$ cat src/rtl/rect_raster_if.sv
// Command and pixel-stream bundle for the rectangle rasteriser.
// master: command decoder / pixel sink side; slave: the rasteriser itself.
interface rect_raster_if #(
  parameter int unsigned COORD_W = 8,
  parameter int unsigned COLOR_W = 24,
  parameter int unsigned THICK_W = 4
);
  // Command side
  logic               start;
  logic               abort;
  logic [COORD_W-1:0] x0;
  logic [COORD_W-1:0] y0;
  logic [COORD_W-1:0] x1;
  logic [COORD_W-1:0] y1;
  logic               fill_enable;
  logic [THICK_W-1:0] thick;
  logic [COLOR_W-1:0] color;

  // Pixel stream and status
  logic [COORD_W-1:0] px;
  logic [COORD_W-1:0] py;
  logic [COLOR_W-1:0] pixel_color;
  logic               pixel_valid;
  logic               pixel_ready;
  logic               busy;
  logic               done;
  logic               err;

  modport master (
    output start, abort, x0, y0, x1, y1, fill_enable, thick, color, pixel_ready,
    input  px, py, pixel_color, pixel_valid, busy, done, err
  );

  modport slave (
    input  start, abort, x0, y0, x1, y1, fill_enable, thick, color, pixel_ready,
    output px, py, pixel_color, pixel_valid, busy, done, err
  );
endinterface

$ cat src/rtl/rect_raster.sv
// Rectangle rasteriser: latches a command, clips it to the screen and streams
// the pixels to draw (filled or outlined) in raster order on valid/ready.
module rect_raster #(
  parameter int unsigned COORD_W  = 8,
  parameter int unsigned COLOR_W  = 24,
  parameter int unsigned SCREEN_W = 256,
  parameter int unsigned SCREEN_H = 256,
  parameter int unsigned THICK_W  = 4
) (
  input logic          clk,
  input logic          rst_n,
  rect_raster_if.slave bus
);

  // Wide enough that coord + thickness never wraps.
  localparam int unsigned W = COORD_W + THICK_W + 1;
  typedef logic [W-1:0] wide_t;

  localparam wide_t XMax = wide_t'(SCREEN_W - 1);
  localparam wide_t YMax = wide_t'(SCREEN_H - 1);
  localparam wide_t One  = wide_t'(1);

  typedef enum logic [1:0] {StIdle, StSetup, StDraw, StFinish} state_e;

  state_e state_q;

  // Latched command
  wide_t              x0_q, y0_q, x1_q, y1_q, t_q;
  wide_t              cx1_q, cy1_q;
  logic               fill_q;
  logic [COLOR_W-1:0] color_q;

  // Registered outputs; px_q/py_q double as the draw cursor
  logic [COORD_W-1:0] px_q, py_q;
  logic [COLOR_W-1:0] pcol_q;
  logic               valid_q, busy_q, done_q, err_q;

  wide_t cur_x, cur_y, inc_x, nxt_x, nxt_y;
  logic  row_border, col_border, new_row, last_pix;

  // Next emitted pixel after the current cursor, skipping outline interiors.
  always_comb begin
    cur_x      = wide_t'(px_q);
    cur_y      = wide_t'(py_q);
    inc_x      = cur_x + One;
    row_border = (cur_y < y0_q + t_q) || (cur_y + t_q > y1_q);
    col_border = (inc_x < x0_q + t_q) || (inc_x + t_q > x1_q);
    nxt_x      = inc_x;
    // Entering the interior of a non-border row: jump to the right border.
    if (!fill_q && !row_border && !col_border) begin
      nxt_x = x1_q - t_q + One;
    end
    nxt_y    = cur_y + One;
    new_row  = nxt_x > cx1_q;
    last_pix = new_row && (nxt_y > cy1_q);
  end

  // Control FSM with registered stream and status outputs.
  always_ff @(posedge clk) begin
    if (!rst_n) begin
      state_q <= StIdle;
      x0_q    <= '0;
      y0_q    <= '0;
      x1_q    <= '0;
      y1_q    <= '0;
      t_q     <= One;
      cx1_q   <= '0;
      cy1_q   <= '0;
      fill_q  <= 1'b0;
      color_q <= '0;
      px_q    <= '0;
      py_q    <= '0;
      pcol_q  <= '0;
      valid_q <= 1'b0;
      busy_q  <= 1'b0;
      done_q  <= 1'b0;
      err_q   <= 1'b0;
    end else begin
      done_q <= 1'b0;
      err_q  <= 1'b0;
      if (bus.abort && (state_q != StIdle)) begin
        state_q <= StIdle;
        valid_q <= 1'b0;
        busy_q  <= 1'b0;
        px_q    <= '0;
        py_q    <= '0;
        pcol_q  <= '0;
      end else begin
        unique case (state_q)
          StIdle: begin
            if (bus.start) begin
              x0_q    <= wide_t'(bus.x0);
              y0_q    <= wide_t'(bus.y0);
              x1_q    <= wide_t'(bus.x1);
              y1_q    <= wide_t'(bus.y1);
              t_q     <= (bus.thick == '0) ? One : wide_t'(bus.thick);
              fill_q  <= bus.fill_enable;
              color_q <= bus.color;
              if ((bus.x1 < bus.x0) || (bus.y1 < bus.y0)) begin
                state_q <= StFinish;
                err_q   <= 1'b1;
              end else begin
                state_q <= StSetup;
                busy_q  <= 1'b1;
              end
            end
          end
          StSetup: begin
            cx1_q <= (x1_q > XMax) ? XMax : x1_q;
            cy1_q <= (y1_q > YMax) ? YMax : y1_q;
            if ((x0_q > XMax) || (y0_q > YMax)) begin
              // Fully off-screen: completes normally with nothing drawn.
              state_q <= StFinish;
              done_q  <= 1'b1;
              busy_q  <= 1'b0;
            end else begin
              state_q <= StDraw;
              valid_q <= 1'b1;
              px_q    <= x0_q[COORD_W-1:0];
              py_q    <= y0_q[COORD_W-1:0];
              pcol_q  <= color_q;
            end
          end
          StDraw: begin
            if (valid_q && bus.pixel_ready) begin
              if (last_pix) begin
                state_q <= StFinish;
                valid_q <= 1'b0;
                busy_q  <= 1'b0;
                done_q  <= 1'b1;
                px_q    <= '0;
                py_q    <= '0;
                pcol_q  <= '0;
              end else if (new_row) begin
                px_q <= x0_q[COORD_W-1:0];
                py_q <= nxt_y[COORD_W-1:0];
              end else begin
                px_q <= nxt_x[COORD_W-1:0];
              end
            end
          end
          StFinish: begin
            state_q <= StIdle;
          end
          default: begin
            state_q <= StIdle;
          end
        endcase
      end
    end
  end

  assign bus.px          = px_q;
  assign bus.py          = py_q;
  assign bus.pixel_color = pcol_q;
  assign bus.pixel_valid = valid_q;
  assign bus.busy        = busy_q;
  assign bus.done        = done_q;
  assign bus.err         = err_q;

endmodule

$ cat src/flat_wrapper.sv
// flat-port wrapper written by rule: the top's interface ports become plain ports
module rect_raster_flat 
#(
  parameter int unsigned COORD_W  = 8,
  parameter int unsigned COLOR_W  = 24,
  parameter int unsigned SCREEN_W = 256,
  parameter int unsigned SCREEN_H = 256,
  parameter int unsigned THICK_W  = 4
)
  (clk, rst_n, bus_start, bus_abort, bus_x0, bus_y0, bus_x1, bus_y1, bus_fill_enable, bus_thick, bus_color, bus_pixel_ready, bus_px, bus_py, bus_pixel_color, bus_pixel_valid, bus_busy, bus_done, bus_err);
  rect_raster_if #(.COORD_W(COORD_W), .COLOR_W(COLOR_W), .THICK_W(THICK_W)) bus_i ();
  input logic clk;
  input logic rst_n;
  input wire logic [$bits(bus_i.start)-1:0] bus_start;
  input wire logic [$bits(bus_i.abort)-1:0] bus_abort;
  input wire logic [$bits(bus_i.x0)-1:0] bus_x0;
  input wire logic [$bits(bus_i.y0)-1:0] bus_y0;
  input wire logic [$bits(bus_i.x1)-1:0] bus_x1;
  input wire logic [$bits(bus_i.y1)-1:0] bus_y1;
  input wire logic [$bits(bus_i.fill_enable)-1:0] bus_fill_enable;
  input wire logic [$bits(bus_i.thick)-1:0] bus_thick;
  input wire logic [$bits(bus_i.color)-1:0] bus_color;
  input wire logic [$bits(bus_i.pixel_ready)-1:0] bus_pixel_ready;
  output wire logic [$bits(bus_i.px)-1:0] bus_px;
  output wire logic [$bits(bus_i.py)-1:0] bus_py;
  output wire logic [$bits(bus_i.pixel_color)-1:0] bus_pixel_color;
  output wire logic [$bits(bus_i.pixel_valid)-1:0] bus_pixel_valid;
  output wire logic [$bits(bus_i.busy)-1:0] bus_busy;
  output wire logic [$bits(bus_i.done)-1:0] bus_done;
  output wire logic [$bits(bus_i.err)-1:0] bus_err;
  assign bus_i.start = bus_start;
  assign bus_i.abort = bus_abort;
  assign bus_i.x0 = bus_x0;
  assign bus_i.y0 = bus_y0;
  assign bus_i.x1 = bus_x1;
  assign bus_i.y1 = bus_y1;
  assign bus_i.fill_enable = bus_fill_enable;
  assign bus_i.thick = bus_thick;
  assign bus_i.color = bus_color;
  assign bus_i.pixel_ready = bus_pixel_ready;
  assign bus_px = bus_i.px;
  assign bus_py = bus_i.py;
  assign bus_pixel_color = bus_i.pixel_color;
  assign bus_pixel_valid = bus_i.pixel_valid;
  assign bus_busy = bus_i.busy;
  assign bus_done = bus_i.done;
  assign bus_err = bus_i.err;
  rect_raster #(.COORD_W(COORD_W), .COLOR_W(COLOR_W), .SCREEN_W(SCREEN_W), .SCREEN_H(SCREEN_H), .THICK_W(THICK_W)) u_core (.clk(clk), .rst_n(rst_n), .bus(bus_i));
endmodule
$ cat config.mk
export PLATFORM = sky130hd
export DESIGN_NAME = rect_raster_flat
export DESIGN_NICKNAME = d
export VERILOG_FILES = /design/src/rtl/rect_raster_if.sv /design/src/rtl/rect_raster.sv /design/src/flat_wrapper.sv
export SDC_FILE = /design/constraint.sdc
export NUM_CORES = 1
export LEC_CHECK = 0
export BUFFER_PORTS_ARGS = -buffer_cell sky130_fd_sc_hd__buf_4
export CAP_MARGIN = 20
export CORE_MARGIN = 2
export CORE_UTILIZATION = 45
export DETAILED_ROUTE_END_ITERATION = 8
export GPL_TIMING_DRIVEN = 0
export SYNTH_ARGS = -nofsm -noshare
export SYNTH_HDL_FRONTEND = slang
export SYNTH_SLANG_ARGS = --single-unit
export TNS_END_PERCENT = 5
$ cat constraint.sdc
create_clock -name clk -period 18.5 [get_ports clk]
set_input_delay 0 -clock clk [delete_from_list [all_inputs] [get_ports clk]]
set_output_delay 0 -clock clk [all_outputs]
set_load 0.02 [all_outputs]
==> results.json <==
{
  "outcome": "complete, no violations",
  "synthFlopType": "dfxtp_1",
  "cts.sinks": 123,
  "fill_cells": 1643,
  "synth_compound_area_frac": 0.227,
  "arrival_ps": 8240,
  "post-route-min-period_ps": 7890,
  "fp.dieW_um": 137,
  "fmax_mhz": 127,
  "cts_tree": "yes",
  "ant_nets": 0,
  "synth-simple-area-share": 0.192,
  "synth_top_family_by_area": "compound AO/OA/AOI/OAI gates",
  "synthMuxAreaShare": 0.00804,
  "antenna_found_initial": 0,
  "synthXorXnorAreaFrac": 0.0419,
  "path_clk_slew_ps": 60,
  "drc_errors": 0,
  "slew_violations": 0,
  "pin_count": 110,
  "hold_buffers": 61,
  "cts-buffers-inserted": 17,
  "crit_type": "register to register",
  "slowest_stage": "a311oi_1",
  "synth_fp_nets": 1156,
  "tightest_slew_ps": 1070,
  "wl_mm": 25.1,
  "start_util": 0.459,
  "min_period_over_period": 0.427,
  "core_um2": 17300,
  "cts_root_buf": "clkbuf_16",
  "die_area_um2": 18700,
  "final_common_cell": "nand2_1",
  "synth_edf_count": 0,
  "port_buffers": 108,
  "htreeDepth": 4,
  "final_cells": 1416,
  "postCtsResizedCells": 0,
  "seq_area_frac_synth": 0.310,
  "cp-end-kind": "register",
  "synth_fa_ha_area_frac": 0.164,
  "grt_pass1_wl_mm": 39.4,
  "grt_max_degree": 17,
  "finalClockSkew_ps": 7.77,
  "max_slew_margin": 0.280,
  "viasPerCell": 5.41,
  "wire_per_inst_um": 17.7,
  "syn_inst": 989,
  "worst_ep_required_time_ps": 18850,
  "die_h_um": 137,
  "dp_hpwl_mm": 19.5,
  "peakVddDrop_uv": 81.8,
  "netlist_area_um2": 7940,
  "synth_cell_types": 58,
  "crit_top_cell": "ha_1",
  "gp_congestion": 0.937,
  "clkLatencyLatePin_ps": 420,
  "ys_ff_latch": 123,
  "cp_max_fo": 10,
  "gr-usage-all-layers": 0.277,
  "drtIter0Drc": 501,
  "max_cap_violations": 0,
  "dr.pass1.iters": 5,
  "critPathLaunchType": "register",
  "layout_common_cells": "nand2_1, dfxtp_1, buf_4",
  "synth_area_per_cell_um2": 8.02,
  "hold_path.class": "primary input to register",
  "gr-total-overflow": 0,
  "cp_slowest_stage_delay_ps": 590,
  "tns_ps": 0,
  "yosys_warnings": 0,
  "grt_pass1_vias": 7402,
  "clock_path_buffers": 2,
  "rows": 48,
  "place_inst": 1322,
  "async_flop_share": 0,
  "p_per_area_nw_per_um2": 139,
  "drive_gt1_frac": 0.129,
  "hold_viol_final": 0,
  "power_leakage_nw": 4.31,
  "syn2layout_area_growth_pct": 28.6,
  "fin_nets": 1344,
  "setup_violations": 0,
  "vias": 7663,
  "cts_setup_buffers": 0,
  "rsz0062_at_grt": "no"
}
cell type report:
class / count / area, µm² / area share
Inverter: 77 / 289 / 0.0283
Clock buffer: 18 / 429 / 0.0420
Multi-Input combinational cell: 747 / 5020 / 0.492
Tap cell: 225 / 282 / 0.0276
Clock inverter: 14 / 136 / 0.0134
Sequential cell: 123 / 2460 / 0.241
Buffer: 42 / 159 / 0.0156
Timing Repair Buffer: 169 / 1420 / 0.139
Antenna cell: 1 / 2.50 / 0.000245
path summary, 6_finish.rpt:
kind	start	end	slack, ps	cells past startpoint
setup / recovery	u_core.bus.px[0]	u_core.bus.pixel_color[2]	10610	26
setup reg to reg	u_core.bus.px[0]	u_core.bus.pixel_color[2]	10610	26
hold reg to reg	u_core.cx1_q[2]	u_core.cx1_q[2]	460	2
hold / removal	bus_start	u_core.state_q[0]	140	5
sequential cells by signal, summed over array words and instances, names as in the netlist, 2 cells and up:
register,cells
u_core.cy1_q,8
u_core.y0_q,8
u_core.bus.px,8
u_core.cx1_q,8
u_core.x0_q,8
u_core.bus.py,8
u_core.bus.pixel_color,24
u_core.y1_q,8
u_core.t_q,4
u_core.state_q,2
u_core.color_q,24
u_core.x1_q,8
report_power, final:
| group | total, mW | switching, mW | internal (mW) |
|---|---|---|---|
| combinational | 0.739 | 0.460 | 0.279 |
| clock | 0.322 | 0.134 | 0.188 |
| sequential | 0.361 | 0.0536 | 0.307 |
per-layer routing:
metal / global-route usage / wire length, µm / up-vias / share of wire
li1: - / - / 3840 / -
met1: 0.366 / 11400 / 3555 / 0.45
met2: 0.454 / 11700 / 225 / 0.47
met3: 0.0537 / 1370 / 43 / 0.055
met4: 0.0911 / 669 / 0 / 0.027
met5: 0 / 0 / - / 0
cell families after synthesis:
kind of cell,after synthesis
simple gates,346
fa+ha+maj,101
buf+inv,119
flops,123
compound gates,256
xor+xnor,38
mux,6
Yosys cell counts (all sizes together), types with 10 or more instances:
cell | number | area share
nand4 | 10 | 0.0079
o21ai | 32 | 0.020
a211oi | 14 | 0.013
nor3 | 17 | 0.011
clkbuf | 39 | 0.018
dfxtp | 123 | 0.31
a22oi | 28 | 0.026
inv | 76 | 0.036
nand2b | 10 | 0.0079
a21boi | 78 | 0.074
nand3 | 22 | 0.014
a21oi | 34 | 0.021
ha | 96 | 0.15
o21a | 11 | 0.010
xnor2 | 17 | 0.019
xor2 | 21 | 0.023
nor2 | 57 | 0.027
nor2b | 13 | 0.010
nand2 | 184 | 0.087
per-stage QoR:
step           hold WS, ps  area (µm²)   util  total power, mW  setup WS, ps
2_1_floorplan          145        7940      -            0.855         12480
3_3_place_gp           268        9030  0.522             1.08         10670
3_5_place_dp           272        9030  0.522             1.08         10700
4_1_cts                116       10200  0.590             1.42         10630
5_1_grt                191       10200  0.590             1.53         10040
6_report               138       10200  0.590             1.42         10610
worst max-delay path: cells and delay by family, from the launching register on:
kind	cells	cell delay [ps]
AND/OR/NAND/NOR	7	1630
buffers and inverters	3	1180
adder cells (fa/ha/maj)	4	1210
AO/OA/AOI/OAI	10	2750
XOR/XNOR	2	520
flip-flops	1	530
(Power assumes the default switching activity.)
